File: src/rtl/mode_switch_sequencer.sv
// Qualifies a requested video mode, holds the pipeline in reset and sequences a four-phase
// PLL reconfiguration handshake before committing the new active mode.
module mode_switch_sequencer #(
  parameter int unsigned SETTLE_CYCLES = 1024,
  parameter int unsigned DRAIN_CYCLES  = 16,
  parameter int unsigned ACK_TIMEOUT   = 65535,
  parameter logic [7:0]  MODE_VGA      = 8'h00
) (
  input  logic       i_clock,
  input  logic       i_reset_n,
  input  logic [7:0] i_config_data,
  input  logic       i_config_changed,
  input  logic       i_pll_reconf_ack,
  input  logic       i_pll_locked,
  output logic       o_pll_reconf_req,
  output logic [7:0] o_pll_reconf_mode,
  output logic       o_video_reset,
  output logic [7:0] o_active_mode,
  output logic       o_mode_switch_done,
  output logic       o_error
);

  localparam int unsigned MaxSd    = (SETTLE_CYCLES > DRAIN_CYCLES) ? SETTLE_CYCLES
                                                                     : DRAIN_CYCLES;
  localparam int unsigned MaxCount = (MaxSd > ACK_TIMEOUT) ? MaxSd : ACK_TIMEOUT;
  localparam int unsigned CntW     = $clog2(MaxCount + 1);

  localparam logic [CntW-1:0] SettleLast = CntW'(SETTLE_CYCLES - 1);
  localparam logic [CntW-1:0] DrainLast  = CntW'(DRAIN_CYCLES - 1);
  localparam logic [CntW-1:0] AckLast    = CntW'(ACK_TIMEOUT - 1);

  typedef enum logic [2:0] {
    StIdle,
    StSettle,
    StDrain,
    StReq,
    StAckLow,
    StLock
  } state_e;

  state_e          r_state;
  logic [CntW-1:0] r_cnt;
  logic [7:0]      r_candidate;
  logic            r_boot;
  logic            r_first;
  logic            r_ack_armed;
  logic            r_pll_reconf_req;
  logic [7:0]      r_pll_reconf_mode;
  logic            r_video_reset;
  logic [7:0]      r_active_mode;
  logic            r_mode_switch_done;
  logic            r_error;

  logic [CntW-1:0] w_cnt_inc;
  logic            w_cfg_differs;

  // Saturating increment: the counter never wraps back into a valid compare value.
  assign w_cnt_inc     = (r_cnt == '1) ? r_cnt : r_cnt + 1'b1;
  assign w_cfg_differs = (i_config_data != r_candidate);

  always_ff @(posedge i_clock or negedge i_reset_n) begin
    if (!i_reset_n) begin
      r_state            <= StSettle;
      r_cnt              <= '0;
      r_candidate        <= MODE_VGA;
      r_boot             <= 1'b1;
      r_first            <= 1'b1;
      r_ack_armed        <= 1'b1;
      r_pll_reconf_req   <= 1'b0;
      r_pll_reconf_mode  <= MODE_VGA;
      r_video_reset      <= 1'b1;
      r_active_mode      <= MODE_VGA;
      r_mode_switch_done <= 1'b0;
      r_error            <= 1'b0;
    end else begin
      r_mode_switch_done <= 1'b0;
      // An ack only counts after it has been seen low since the last timeout.
      if (!i_pll_reconf_ack) begin
        r_ack_armed <= 1'b1;
      end

      unique case (r_state)
        StIdle: begin
          if (i_config_changed || (i_config_data != r_active_mode)) begin
            r_candidate <= i_config_data;
            r_cnt       <= '0;
            r_state     <= StSettle;
          end
        end

        StSettle: begin
          if (r_first || w_cfg_differs) begin
            r_candidate <= i_config_data;
            r_cnt       <= '0;
            r_first     <= 1'b0;
          end else if (r_cnt == SettleLast) begin
            if ((r_candidate == r_active_mode) && !r_boot) begin
              r_state <= StIdle;
            end else begin
              r_cnt         <= '0;
              r_video_reset <= 1'b1;
              r_state       <= StDrain;
            end
          end else begin
            r_cnt <= w_cnt_inc;
          end
        end

        StDrain: begin
          r_video_reset <= 1'b1;
          if (r_cnt == DrainLast) begin
            r_pll_reconf_mode <= r_candidate;
            r_pll_reconf_req  <= 1'b1;
            r_cnt             <= '0;
            r_state           <= StReq;
          end else begin
            r_cnt <= w_cnt_inc;
          end
        end

        StReq: begin
          if (i_pll_reconf_ack && r_ack_armed) begin
            r_pll_reconf_req <= 1'b0;
            r_cnt            <= w_cnt_inc;
            r_state          <= StAckLow;
          end else if (r_cnt == AckLast) begin
            r_error          <= 1'b1;
            r_pll_reconf_req <= 1'b0;
            r_ack_armed      <= 1'b0;
            r_cnt            <= '0;
            r_state          <= StDrain;
          end else begin
            r_cnt <= w_cnt_inc;
          end
        end

        StAckLow: begin
          if (!i_pll_reconf_ack) begin
            r_cnt   <= w_cnt_inc;
            r_state <= StLock;
          end else if (r_cnt == AckLast) begin
            r_error          <= 1'b1;
            r_pll_reconf_req <= 1'b0;
            r_ack_armed      <= 1'b0;
            r_cnt            <= '0;
            r_state          <= StDrain;
          end else begin
            r_cnt <= w_cnt_inc;
          end
        end

        StLock: begin
          if (i_pll_locked) begin
            r_active_mode      <= r_candidate;
            r_mode_switch_done <= 1'b1;
            r_error            <= 1'b0;
            r_boot             <= 1'b0;
            r_video_reset      <= 1'b0;
            r_state            <= StIdle;
          end else if (r_cnt == AckLast) begin
            r_error          <= 1'b1;
            r_pll_reconf_req <= 1'b0;
            r_ack_armed      <= 1'b0;
            r_cnt            <= '0;
            r_state          <= StDrain;
          end else begin
            r_cnt <= w_cnt_inc;
          end
        end

        default: begin
          r_state <= StSettle;
        end
      endcase
    end
  end

  assign o_pll_reconf_req   = r_pll_reconf_req;
  assign o_pll_reconf_mode  = r_pll_reconf_mode;
  assign o_video_reset      = r_video_reset;
  assign o_active_mode      = r_active_mode;
  assign o_mode_switch_done = r_mode_switch_done;
  assign o_error            = r_error;

endmodule

File: config.mk
export PLATFORM = sky130hd
export DESIGN_NAME = mode_switch_sequencer
export DESIGN_NICKNAME = d
export VERILOG_FILES = /design/src/rtl/mode_switch_sequencer.sv
export SDC_FILE = /design/constraint.sdc
export NUM_CORES = 1
export LEC_CHECK = 0
export CAP_MARGIN = 15
export CORE_ASPECT_RATIO = 0.9
export CORE_MARGIN = 2
export CORE_UTILIZATION = 38
export DETAILED_ROUTE_END_ITERATION = 16
export PLACE_DENSITY = 0.61
export SLEW_MARGIN = 30
export SYNTH_ARGS = -nofsm -noshare
export SYNTH_HDL_FRONTEND = slang
export SYNTH_SLANG_ARGS = --single-unit
export TNS_END_PERCENT = 5
File: constraint.sdc
create_clock -name i_clock -period 3.2 [get_ports i_clock]
set_input_delay 0.32 -clock i_clock [delete_from_list [all_inputs] [get_ports i_clock]]
set_output_delay 0.32 -clock i_clock [all_outputs]
set_load 0.02 [all_outputs]
==> Word level (Yosys, flattened, before mapping) <==
Index checks and enable logic that the tools add are counted.
{ "word_totals": {"regBits": 50, "elab_cells": 104} }
{ "op_classes": {"n_addsub": 1, "n_eq_ne": 23, "mux": 48, "reduce_logical": 20} }
{ "ops": {"columns": ["cell", "n"], "rows": [
  ["two-way mux 16 bit", 10],
  ["one-hot mux 16 bit (6 select lines)", 1],
  ["equality test 16 bit (second input constant)", 2],
  ["two-way mux 3 bit", 8],
  ["two-way mux 1 bit", 20],
  ["inequality test 2 bit (second input constant)", 10],
  ["one-hot mux 3 bit (6 select lines)", 1],
  ["adder 16 x 1 -> 16 bit (second input constant)", 1],
  ["equality test 16 x 10 -> 1 bit (second input constant)", 1],
  ["equality test 16 x 4 -> 1 bit (second input constant)", 1],
  ["two-way mux 8 bit", 2],
  ["inequality test 8 bit", 2],
  ["one-hot mux 8 bit (2 select lines)", 1],
  ["AND reduction 4 bit", 3],
  ["one-hot mux 1 bit (3 select lines)", 3],
  ["equality test 8 bit", 1],
  ["equality test 3 x 2 -> 1 bit (second input constant)", 2],
  ["equality test 3 bit (second input constant)", 2],
  ["AND reduction 2 bit", 3],
  ["AND reduction 3 bit", 2],
  ["nonzero test 3 bit", 2],
  ["nonzero test 6 bit", 1],
  ["AND reduction 5 bit", 1],
  ["inequality test 4 bit (second input constant)", 1],
  ["9 further kinds", 11]
]} }

==> Logic depth before layout (Yosys ltp) <==
{ "logic_depth": {"ltp_word": 6, "mapped_depth": 10, "depth_no_buf": 9} }

==> Worst setup path after synthesis <==
OpenSTA, ideal clock, no wires.
{ "synth_path": {"kind": "register -> register", "start": "reg r_active_mode[1] (netlist: o_active_mode[1])", "end": "reg r_cnt[3]", "setup_ns": 0.126, "t_arrival_ns": 2.228, "required_ns": 3.074, "setup_slack_ns": 0.846, "path_stages_with_launch": 8, "n_path_buf": 0, "cell_sequence": "dfrtp_1 -> xnor2_1 -> nand3_1 -> or4_1 -> or2_2 -> o21ai_2 -> nor2_1 -> a221o_1"} }
{ "synth_between": {"elab_chain_cells": 4} }
{ "synth_lines": {"columns": ["item", "line", "text"], "rows": [
  ["start: declaration", "50", "logic [7:0] r_active_mode;"],
  ["start signal: assignment", "154", "r_active_mode <= r_candidate;"],
  ["equality test 8 bit / inequality test 8 bit (equally long branches)", "97, 84", null],
  ["logical AND 1 bit / logical OR 1 bit (equally long branches)", "97, 84", null],
  ["inequality test 4 bit (no line) / inequality test 2 bit (equally long branches)", null, null],
  ["AND reduction 4 bit (no line) *", null, null],
  ["end signal: assignment", "105", "r_cnt <= w_cnt_inc;"],
  ["end signal: assignment", "117", "r_cnt <= w_cnt_inc;"],
  ["end signal: assignment", "124", "r_cnt <= w_cnt_inc;"],
  ["end: declaration", "42", "logic [CntW-1:0] r_cnt;"]
]} }
Mark *: on every way between the ends. The rest lies on a longest branch, timed or not.
A chain may end at the register's enable or synchronous reset.

==> Worst setup path in the final report <==
{ "layout_path": {"start": "reg r_cnt[3]", "end": "reg r_cnt[3]"} }
{ "layout_between": {"elab_chain_cells": 5} }
{ "layout_lines": {"columns": ["item", "line", "text"], "rows": [
  ["adder 16 x 1 -> 16 bit / equality test 16 bit (equally long branches)", "58", "assign w_cnt_inc = (r_cnt == '1) ? r_cnt : r_cnt + 1'b1;"],
  ["two-way mux 16 bit", "58", null],
  ["two-way mux 16 bit (on tied branches) (2 in series)", null, null],
  ["one-hot mux 16 bit (6 select lines)", "82", "unique case (r_state)"]
]} }
Parallel ways exist; a longest one is shown, timed or not. The select of a mux whose other input is x is not followed.

==> results.md <==
* Netlist cell types at 53
* Crit Path Max Fanout at 9
* Mux cell area share after synthesis at 0.06094
* Placer Congestion at 0.8602
* Area of placed instances at 3347 um2
* IO Port Bufs at 32
* Setup_tns at 0 ns
* Largest net degree at the start of global routing at 50
* Fillers at between 700 and 800
* Depth of the most critical reg-to-reg path at 7
* DIE WIDTH at 96.98 um
* Worst hold path type: primary input to async pin
* Max-Cap Viols at 0
* Critical Path AT at roughly 2.9 ns
* Starting Density at 0.3919
* H-tree levels at 2
* Crit path kind: flop to flop
* Seq cells post-synth at 50
* Leakage power at 1.414 nW
* Post-synth top area share at 0.3809
* Synth area leaders: dfrtp_1 (38%), mux2_2 (6.1%), nand2_1 (6.1%)
* Setup violators final at 0
* Largest family of logic cells by synthesized area: simple AND/OR/NAND/NOR gates
* Post-route DRC at 0
* Average wire per standard cell at 15.41 um
* Final instance area at between 3000 and 4000 um2
* Internal power at 1.464 mW
* R2r startpoint: r_cnt[3]
* Most common cell after layout, fill and taps aside: nand2_1
* Setup WS pre-CTS at 0.4551 ns
* Sequential fraction of the synthesis area at 0.4253
* # IOs at 33
* Post-CTS sizing at 0
* Die height at 87.68 um
* Vias in the first global route at ~2,300
* Mapped cell area at 2957 um2
* Worst VDD drop at between 0.0003 and 0.0004 V
* Total placed cells including tap cells at 439
* Post-layout min period at between 2 and 3 ns
* Core Area at 7545 um2
* Nets@finish at 367
* Post-Syn Nets at 337
* CP Launch Type: flop
* Final wirelength at 6889 um
* Post-route ant nets at 0
* Root Buffer: clkbuf_8
* DR pass1 iterations at 5
* Final worst path period share at 0.8289
* Cts hold-fix bufs at 0
* RSZ-0062 raised after global routing: false
* N_diodes at 0
* DR iter-0 viols at 108
* Vias/cell at 5.568
* Fin worst setup slack at 0.5476 ns
* Synth Area in Compound Gates at 0.1625
* Async SR Flop Fraction at 1.000
* Mean Syn Cell Area at slightly above 9 um2
* Final hold viol count at 0
* Outcome: finished clean
* Critical Path RT at between 3 and 4 ns
* Syn Inst Count at 320
* Switching share of power at 0.3835
* CTS tree: yes
* Final cell count without fillers at 447
* Clock share of power at 0.191
* CTS buffer count at 5
* Xor-xnor portion of the synthesized cell area at 0.07110
* F_max at about 0.38 GHz
* Worst-Margin Slew at 0.6539 ns
* Synth area leader: dfrtp_1
* Final HPWL DP at 4833 um
* Die area at 8503 um2
* Simple logic cell fraction of the synthesized area at 0.2205
* Via count at 2,489
* Sequential share of power at 0.412
* Ratio of cells with drive above 1 in the final layout at 0.1254
* Clk Latency, worst-skew pair at between 0.3 and 0.4 ns
* Clk buf depth at 2
* Setup Buffers After CTS at 0
* First-pass GRT wire length at 11,530 um
* Worst slew margin at 0.5601
* Net Sw Power at 0.9109 mW
* Fin. max-slew vios at 0
* Combinational power share at 0.397
* Top_reg_cell synth: dfrtp_1
* Pwr/cell area at slightly below 700 nW/um2
* Clk_skew at 0.009362 ns
* CTS clock-pin slew for the worst setup and hold paths at 0.10 ns
* Num rows at 30
* Clock tree sinks at 50
* Most frequent cells in the layout: nand2_1 (48), dfrtp_1 (45), clkdlybuf4s50_1 (31), nor2_1 (20), xnor2_1 (20)
* Number of warning messages in the yosys log at 0
* Initial antenna violation count at 0
* Area growth, synth to finish at 16.93%
* Post-synth EDFFs at 0
* Synth Area in Adders at 0.01693
* Gr usage total at 0.1690
* Critical Path Source: r_cnt[3]
* GR Overflow Total at 0
* Kind of end point of the critical path: flop
[layout make-up]
type                    count  area (um2)  share of cell area
clock buffers               6       72.57             0.02099
clock inverters             2       37.54             0.01086
inverters                   9       33.78            0.009772
multi-input cells         246        1573              0.4549
flip-flops and latches     50        1257              0.3637
well taps                  96       120.1             0.03474
repair buffers             38       362.8              0.1050
[power groups by stage]
stage / combinational, mW / sequential (mW) / clock (mW)
global route: 1.04 / 1.00 / 0.492
finish: 0.943 / 0.977 / 0.454
floorplan: 0.649 / 0.979 / 0
CTS: 0.941 / 0.977 / 0.469
detailed placement: 0.936 / 0.987 / 0
global placement: 0.928 / 0.986 / 0
[worst max-delay path, cell delays in order, from the launching register on]
cell	delay (ns)
dfrtp_1	0.50
and4_4	0.30
nand3_4	0.10
or4_1	0.53
a31o_1	0.27
o21ai_2	0.29
nor2_1	0.21
a221o_1	0.33
[cell families after synthesis]
group	count (synthesis)
xor gates and xnor gates	24
DFF	50
muxes	16
and+or+nand+nor	133
adders and majority gates	4
AOI/OAI and AO/OA	69
buffers and inverters	24
[path summary, 6_finish.rpt]
kind,to,slack [ns]
min in group i_clock,o_video_reset,0.49
min reg2reg,o_video_reset,0.49
max,r_cnt[3],0.55
max in group asynchronous,r_boot,2.61
min,o_error,0.01
max reg2reg,r_cnt[3],0.55
[cell usage after synthesis, types with 2 or more instances]
master,count
nand2_1,48
dfrtp_1,45
nor2_1,20
xnor2_1,20
mux2_2,16
a21oi_1,15
nor3_1,15
o21ai_0,14
nand3_1,11
nand4_1,10
inv_1,9
clkbuf_1,8
nor4_1,7
a22o_1,5
and2_1,5
dfstp_2,5
o2bb2ai_1,5
buf_6,4
ha_1,4
o31ai_1,4
xor2_1,4
and3_1,3
o21a_1,3
or2_2,3
a21o_1,2
a2bb2oi_1,2
a31oi_1,2
nor2b_1,2
o21ai_1,2
o21ai_2,2
or3_1,2
or4_1,2
[through the flow]
step	utilization	power (mW)	hold WS, ns
global placement	0.4433	1.914	0.4785
floorplan	-	1.628	0.02441
global route	0.4582	2.535	0.05880
CTS	0.4582	2.388	0.04553
finish	0.4582	2.375	0.01458
detailed placement	0.4436	1.924	0.3845
[routing by layer]
| metal | vias up | wire (um) | global-route usage | part of all wire |
|---|---|---|---|---|
| li1 | 1214 | - | - | - |
| met1 | 1187 | 3500 | 0.2490 | 0.51 |
| met2 | 80 | 2998 | 0.2576 | 0.44 |
| met3 | 8 | 318 | 0.02953 | 0.046 |
| met4 | 0 | 72 | 0.04738 | 0.010 |
| met5 | - | 0 | 0 | 0 |
[sequential cells by signal, summed over array words and instances, names as in the netlist]
signal              flops
o_pll_reconf_mode       8
r_state                 3
r_cnt                  16
r_candidate             8
o_mode_switch_done      1
o_pll_reconf_req        1
r_first                 1
o_error                 1
r_ack_armed             1
o_active_mode           8
r_boot                  1
o_video_reset           1
(Power assumes the default switching activity.)
